## config.mk

```make
export PLATFORM = sky130hd
export DESIGN_NAME = attn_pair_tx
export DESIGN_NICKNAME = d
export VERILOG_FILES = /design/src/rtl/attn_pair_tx.sv
export SDC_FILE = /design/constraint.sdc
export NUM_CORES = 1
export LEC_CHECK = 0
export ABC_AREA = 1
export CORE_UTILIZATION = 65
export DETAILED_ROUTE_END_ITERATION = 12
export HOLD_SLACK_MARGIN = 0.05
export PLACE_DENSITY = 0.89
export SYNTH_ARGS = -nofsm -noshare
export SYNTH_HDL_FRONTEND = slang
export SYNTH_SLANG_ARGS = --single-unit
```

## constraint.sdc

```tcl
create_clock -name clk -period 9.8 [get_ports clk]
set_input_delay 1.96 -clock clk [delete_from_list [all_inputs] [get_ports clk]]
set_output_delay 1.96 -clock clk [all_outputs]
set_load 0.01 [all_outputs]
```

## src/rtl/attn_pair_tx.sv

```systemverilog
// attn_pair_tx: buffers one row of query/key features, then streams them as interleaved q/k pairs.
// Latency: the first byte is offered the cycle after the last load byte. One byte per cycle while tx_rdy=1.
// Backpressure: tx_rdy=0 holds the current byte and state. ld_rdy is low for the whole send and done phase.
//
// Ports:
//   clk, rst_n        rising-edge clock; synchronous active-low reset
//   ld_vld/ld_rdy     load handshake; ld_data is the row byte (q[0..NFEAT-1] then k[0..NFEAT-1])
//   tx_vld/tx_rdy     transmit handshake; tx_data sequence is q0,k0,q1,k1,...
//   busy              high in any state other than IDLE
//   done              one-cycle pulse after the last pair has been sent
//   mac_exp           Q2.14 running sum of q[i]*k[i] over the sent pairs, wraps modulo 2^17
module attn_pair_tx #(
  parameter int NFEAT = 4
) (
  input  logic        clk,
  input  logic        rst_n,
  input  logic        ld_vld,
  output logic        ld_rdy,
  input  logic [7:0]  ld_data,
  output logic        tx_vld,
  input  logic        tx_rdy,
  output logic [7:0]  tx_data,
  output logic        busy,
  output logic        done,
  output logic [16:0] mac_exp
);

  localparam int NBYTE = 2 * NFEAT;
  localparam int CW    = $clog2(NBYTE);
  localparam int IW    = $clog2(NFEAT);

  localparam logic [CW-1:0] LAST_LD = CW'(NBYTE - 1);
  localparam logic [IW-1:0] LAST_I  = IW'(NFEAT - 1);
  localparam logic [CW-1:0] K_BASE  = CW'(NFEAT);

  localparam logic [2:0] ST_IDLE   = 3'd0;
  localparam logic [2:0] ST_LOAD   = 3'd1;
  localparam logic [2:0] ST_SEND_Q = 3'd2;
  localparam logic [2:0] ST_SEND_K = 3'd3;
  localparam logic [2:0] ST_DONE   = 3'd4;

  logic [2:0]      state;
  logic [2:0]      state_nxt;
  logic [CW-1:0]   ld_cnt;
  logic [IW-1:0]   idx;
  logic [7:0]      row_buf [NBYTE];

  logic            ld_fire;
  logic            tx_fire;
  logic            ld_last;
  logic            pair_last;
  logic [CW-1:0]   q_sel;
  logic [CW-1:0]   k_sel;
  logic [7:0]      q_cur;
  logic [7:0]      k_cur;
  logic signed [15:0] prod;
  logic [16:0]     prod_ext;

  // Handshake qualifiers. Everything below is a function of registered
  // state, so tx_vld/tx_data never depend combinationally on tx_rdy.
  assign ld_rdy  = (state == ST_IDLE) || (state == ST_LOAD);
  assign tx_vld  = (state == ST_SEND_Q) || (state == ST_SEND_K);
  assign busy    = (state != ST_IDLE);
  assign done    = (state == ST_DONE);

  assign ld_fire   = ld_vld && ld_rdy;
  assign tx_fire   = tx_vld && tx_rdy;
  assign ld_last   = (ld_cnt == LAST_LD);
  assign pair_last = (idx == LAST_I);

  // q[i] lives at row_buf[i], k[i] at row_buf[NFEAT+i].
  assign q_sel = CW'(idx);
  assign k_sel = K_BASE + CW'(idx);
  assign q_cur = row_buf[q_sel];
  assign k_cur = row_buf[k_sel];

  always_comb begin
    tx_data = 8'h00;
    case (state)
      ST_SEND_Q: tx_data = q_cur;
      ST_SEND_K: tx_data = k_cur;
      default:   tx_data = 8'h00;
    endcase
  end

  // Full signed 8x8 product, sign-extended to the accumulator width.
  assign prod     = $signed(q_cur) * $signed(k_cur);
  assign prod_ext = {prod[15], prod};

  always_comb begin
    state_nxt = state;
    case (state)
      ST_IDLE: begin
        if (ld_fire) state_nxt = ST_LOAD;
      end
      ST_LOAD: begin
        if (ld_fire && ld_last) state_nxt = ST_SEND_Q;
      end
      ST_SEND_Q: begin
        if (tx_fire) state_nxt = ST_SEND_K;
      end
      ST_SEND_K: begin
        if (tx_fire) state_nxt = pair_last ? ST_DONE : ST_SEND_Q;
      end
      ST_DONE: begin
        state_nxt = ST_IDLE;
      end
      default: begin
        state_nxt = ST_IDLE;
      end
    endcase
  end

  always_ff @(posedge clk) begin
    if (!rst_n) begin
      state   <= ST_IDLE;
      ld_cnt  <= '0;
      idx     <= '0;
      mac_exp <= '0;
      for (int n = 0; n < NBYTE; n++) begin
        row_buf[n] <= 8'h00;
      end
    end else begin
      state <= state_nxt;

      // ld_cnt is 0 whenever IDLE is entered, so the first byte of a row
      // always lands in q[0]. The load only completes from LOAD since a row
      // holds at least four bytes.
      if (ld_fire) begin
        row_buf[ld_cnt] <= ld_data;
        ld_cnt          <= ld_last ? '0 : ld_cnt + 1'b1;
      end

      // Start of a transmission: restart the pair index and the expected sum.
      if ((state == ST_LOAD) && ld_fire && ld_last) begin
        idx     <= '0;
        mac_exp <= '0;
      end

      // Accumulate when the key byte of pair i is accepted.
      if ((state == ST_SEND_K) && tx_fire) begin
        mac_exp <= mac_exp + prod_ext;
        idx     <= pair_last ? '0 : idx + 1'b1;
      end
    end
  end

endmodule
```

Word level (Yosys, flattened, before mapping)
Memories as Yosys holds them, arrays and structs flattened. A register that Yosys moved wholly into a read port is not among the register bits.
Index checks and enable logic that the tools add are counted.
Storage, ports and cells
  register bits after elaboration: 25
  memory bits (writable): 64
  bits of input ports: 12
  output and inout port bits: 29
  memories kept: 1
Memories
  row_buf: words 8, width 8, rd ports 2, clocked after memory_dff 1, wr ports 8, line 46  | logic [7:0] row_buf [NBYTE];
Cells by class
  $add $sub $neg: 4
  $mul: 1
  equal/unequal tests: 10
  multiplexer cells: 22
  reductions and logical operators: 13
Operators with widths (count)
  two-way mux 17 bit: 2
  two-way mux 3 bit: 9
  adder 17 bit: 1
  multiplier 8 x 8 -> 16 bit: 1
  one-hot mux 8 bit (2 select lines): 1
  one-hot mux 3 bit (4 select lines): 1
  two-way mux 8 bit: 1
  OR reduction 8 bit: 1
  equality test 3 x 2 -> 1 bit, second input constant: 2
  equality test 3 bit, second input constant: 2
  logical AND 1 bit: 6
  two-way mux 2 bit: 3
  != test 2 bit, second input constant: 3
  two-way mux 1 bit: 5
  AND reduction 4 bit: 1
  adder 3 x 1 -> 3 bit, second input constant: 1
  adder 3 x 2 -> 3 bit, first input constant: 1
  equality test 3 x 1 -> 1 bit, second input constant: 1
  zero test 3 bit: 1
  nonzero test 3 bit: 1
  adder 2 x 1 -> 2 bit, second input constant: 1
  equality test 2 bit, second input constant: 1
  logical OR 1 bit: 2
  != test 2 x 1 -> 1 bit, second input constant: 1
  nonzero test 2 bit: 1

Depth between registers and ports, before layout
  word-level depth: 9
  depth in mapped cells: 34
  mapped depth without buffers: 32

Least setup slack after synthesis
Ideal clock, no wire load.
  path type: register -> register
  start point: register idx[0]
  end point: register mac_exp[16]
  arrival time: 5639 ps
  data required time: 9684 ps
  setup slack: 4045 ps
  cell stages (with the launch flop): 33
  path through: dfxtp_1 > buf_2 > inv_1 > buf_2 > nand2_1 > nand3_1 > nand2_1 > nor2_1 > fa_1 > inv_1 > fa_1 > inv_1 > fa_1 > inv_1 > fa_1 > inv_1 > ha_1 > nand2_1 > nor3_1 > nand2_1 > o211ai_1 > nand2_1 > nand2_1 > a21oi_1 > xnor2_1 > ha_1 > inv_1 > nor4_1 > nand2_1 > nand2b_1 > nand3_1 > nand3_1 > a21oi_1
On the way
  cells in the longest elaborated chain, start to end: 5
RTL lines
  start, declared: line 45  | logic [IW-1:0] idx;
  start signal, assigned: line 143  | idx <= pair_last ? '0 : idx + 1'b1;
  adder 3 x 2 -> 3 bit: line 73  | assign k_sel = K_BASE + CW'(idx);
  memory read (8 x 8 bit)
  multiplier 8 x 8 -> 16 bit: line 87  | assign prod = $signed(q_cur) * $signed(k_cur);
  adder 17 bit: line 142  | mac_exp <= mac_exp + prod_ext;
  two-way mux 17 bit: line 141  | if ((state == ST_SEND_K) && tx_fire) begin
  end signal, assigned: line 142
  end, declared: line 25  | output logic [16:0] mac_exp
No other way between the ends.
A chain may end at the register's enable or synchronous reset.

Worst setup path in the final report
Same ends and word-level chain as after synthesis.

==> results.sh <==
export IMPL_port_buffers=40
export IMPL_placed_cells=1088
export IMPL_ant_nets=0
export IMPL_drt_iter0_markers=614
export IMPL_worst_ep_required_time_ns=10.02
export IMPL_leakage_nw=3.931
export IMPL_min_period_ns=6.730
export IMPL_yosys_top_cells_area="edfxtp_1 (26%), fa_1 (15%), nand2_1 (10%), inv_1 (8.4%), ha_1 (8.2%)"
export IMPL_synth_area_sq_mm=0.007332
export IMPL_grtUsageMet3_pct=6.691
export IMPL_start_kind="flip-flop"
export IMPL_grt_ovfl_total=0
export IMPL_met2_usage_pct=53.50
export IMPL_final_seq_area_sq_mm=0.002462
export IMPL_fin_worst_skew_ns=0.01015
export IMPL_cts_inserted_buffers=9
export IMPL_post_route_util_pct=74.87
export IMPL_multi_input_area_sq_mm=0.004148
export IMPL_syn_nets=1040
export IMPL_hpwl_mm=13.31
export IMPL_slew_headroom_pct=55.01
export IMPL_clock_path_buffers=2
export IMPL_slowest_stage="dfxtp_1"
export IMPL_tns_ns=0
export IMPL_clkSinkCount=91
export IMPL_ys_ff_latch=91
export IMPL_cpPeakStageDelay_ns=0.71
export IMPL_final_common_cell="nand2_1"
export IMPL_postRouteWirelength_mm=17.49
export IMPL_grt_use_total_pct=32.87
export IMPL_viasPerCell=5.661
export IMPL_placed_cell_area_sq_mm=0.007830
export IMPL_grt_pass1_wl_mm=28.90
export IMPL_reg2reg_from="idx[0]"
export IMPL_wl_per_cell_um=15.84
export IMPL_drive_gt1_share_pct=3.838
export IMPL_synth_seq_area_share_pct=33.58
export IMPL_root_buffer="clkbuf_16"
export IMPL_cp_arrival_ns=6.95
export IMPL_rows=38
export IMPL_final_max_slew_viol_count=0
export IMPL_antenna_found_initial=0
export IMPL_num_vias=6250
export IMPL_top_usage_layer="met2"
export IMPL_period_share_pct=68.67
export IMPL_clock_fmax_mhz=148.6
export IMPL_die_area_sq_mm=0.01171
export IMPL_mostFrequentLayoutCells="nand2_1 (201), inv_1 (164), nor2_1 (146)"
export IMPL_syn_area_per_cell_sq_um=7.935
export IMPL_ctsHoldBuffers=0
export IMPL_area_delta_synth_final_pct=11.67
export IMPL_grt_pass1_vias=6076
export IMPL_yosys_area_top_type_share_pct=26.21
export IMPL_core_area_sq_mm=0.01094
export IMPL_min_from="mac_exp[0]"
export IMPL_fin_nets=1075
export IMPL_initial_core_util_pct=67.05
export IMPL_ctsResizeCount=0
export IMPL_final_cell_area_sq_mm=0.008188
export IMPL_ir_worst_vdd_uv=210.4
export IMPL_maxCapViolCount=0
export IMPL_drc_errors=0
export IMPL_gp_congestion=0.9683
export IMPL_cts_tree="built"
export IMPL_cp_max_fo=20
export IMPL_hold_viol=0
export IMPL_crit_start="idx[0]"
export IMPL_syn_inst=924
export IMPL_synth_distinct_cells=36
export IMPL_pwr_density_cell_mw_per_mm2=246.2
export IMPL_dr_pass1_iters=8
export IMPL_crit_top_cell="nand2_1"
export IMPL_clkLatencyLatePin_ns=0.36
export IMPL_path_class="flip-flop to flip-flop"
export IMPL_grt_max_degree=22
export IMPL_hp_class="flip-flop to flip-flop"
export IMPL_ioPinCount=41
export IMPL_h_tree_depth=3
export IMPL_met1_usage_pct=43.05
export IMPL_cts_setup_buffers=0
export IMPL_finalSetupViolCount=0
export IMPL_finalPower_w=0.002016
export IMPL_antenna_cells=0
export IMPL_endpoint_kind="flip-flop"
export IMPL_fillers=765
export IMPL_yosysTopAreaCell="edfxtp_1"
export IMPL_rsz0062_at_grt="false"
export IMPL_fin_cells=1104
export IMPL_clkSlewWorstSetupHoldPaths_ns=0.07
export IMPL_die_y_um=108.2
export IMPL_die_w_um=108.2
export IMPL_tightest_slew_ns=0.6741
export IMPL_outcome="finished, final reports clean"
export IMPL_ys_warn_count=0
## final timing paths
kind / slack, ns / depth (start not counted) / endpoint
setup / recovery: 3.07 / 30 / mac_exp[16]
hold / removal: 0.48 / 2 / mac_exp[0]
setup reg to reg: 3.07 / 30 / mac_exp[16]
hold reg to reg: 0.48 / 2 / mac_exp[0]
## critical path, delay by kind of cell, from the launching register on
kind / cells / cell delay [ns]
adders and majority gates: 6 / 2.91
buffers and inverters: 6 / 0.80
xor gates and xnor gates: 1 / 0.14
and+or+nand+nor: 14 / 1.79
AOI/OAI and AO/OA: 3 / 0.26
DFF: 1 / 0.71
## through the flow
step	worst slack (ns)	hold slack, ns
after floorplan	4.045	0.4867
after global placement	3.393	0.4762
after detailed placement	3.100	0.4757
after CTS	3.100	0.4838
after global routing	2.478	0.5043
final	3.070	0.4846
## Yosys cell counts
master     number
nor2_8          1
nand2_2        10
xnor2_1         5
a31oi_1         2
nand2b_1        1
inv_1         164
o22ai_1        10
nand2_1       201
a21boi_0        3
o2bb2ai_1       1
edfxtp_1       64
clkinv_1        2
nor2_4          3
nor2_2          1
clkbuf_1        7
ha_1           48
nor3_1          6
buf_6           1
o21bai_1        1
fa_1           56
o211ai_1        1
a32o_1          3
a211oi_1        1
nor4_1          3
inv_2           4
inv_4           1
dfxtp_1        27
xor2_1          5
o21ai_0        24
buf_2           8
a21o_1          1
nor2_1        146
or2_2           1
nand3_1        52
a21oi_1        58
nand3b_1        2
## registers in the layout (all words and copies together), names as in the netlist, named ones only
signal,flops
row_buf,64
ld_cnt,3
idx,2
state,3
mac_exp,17
## power by group
part	switching (W)	internal, W	total, W
sequential	0.0000211	0.000442	0.000463
clock	0.000161	0.000260	0.000420
combinational	0.000736	0.000397	0.00113
total	0.000917	0.00110	0.00202
## cells by family (layout without fill, tap and decap cells)
logic type / Yosys count / count (layout) / share of synthesized area, %
compound gates: 105 / 105 / 7.867
xor+xnor: 10 / 10 / 1.194
fa+ha+maj: 104 / 104 / 23.48
buf+inv: 187 / 227 / 9.847
flops: 91 / 91 / 33.58
simple gates: 427 / 427 / 24.03
## layer usage
| metal | vias to the layer above | wire [um] |
|---|---|---|
| met1 | 2895 | 7268 |
| met2 | 297 | 8340 |
| li1 | 3001 | - |
| met3 | 57 | 1376 |
| met5 | - | 0 |
| met4 | 0 | 502 |
## final cells by class
cell class	count	share of cell area, %
Clock inverter	6	1.452
Clock buffer	10	2.919
Timing Repair Buffer	40	4.890
Sequential cell	91	30.07
Multi-Input combinational cell	646	50.66
Inverter	171	7.870
Tap cell	140	2.139
Note: power is estimated with default switching activity, not from simulation.
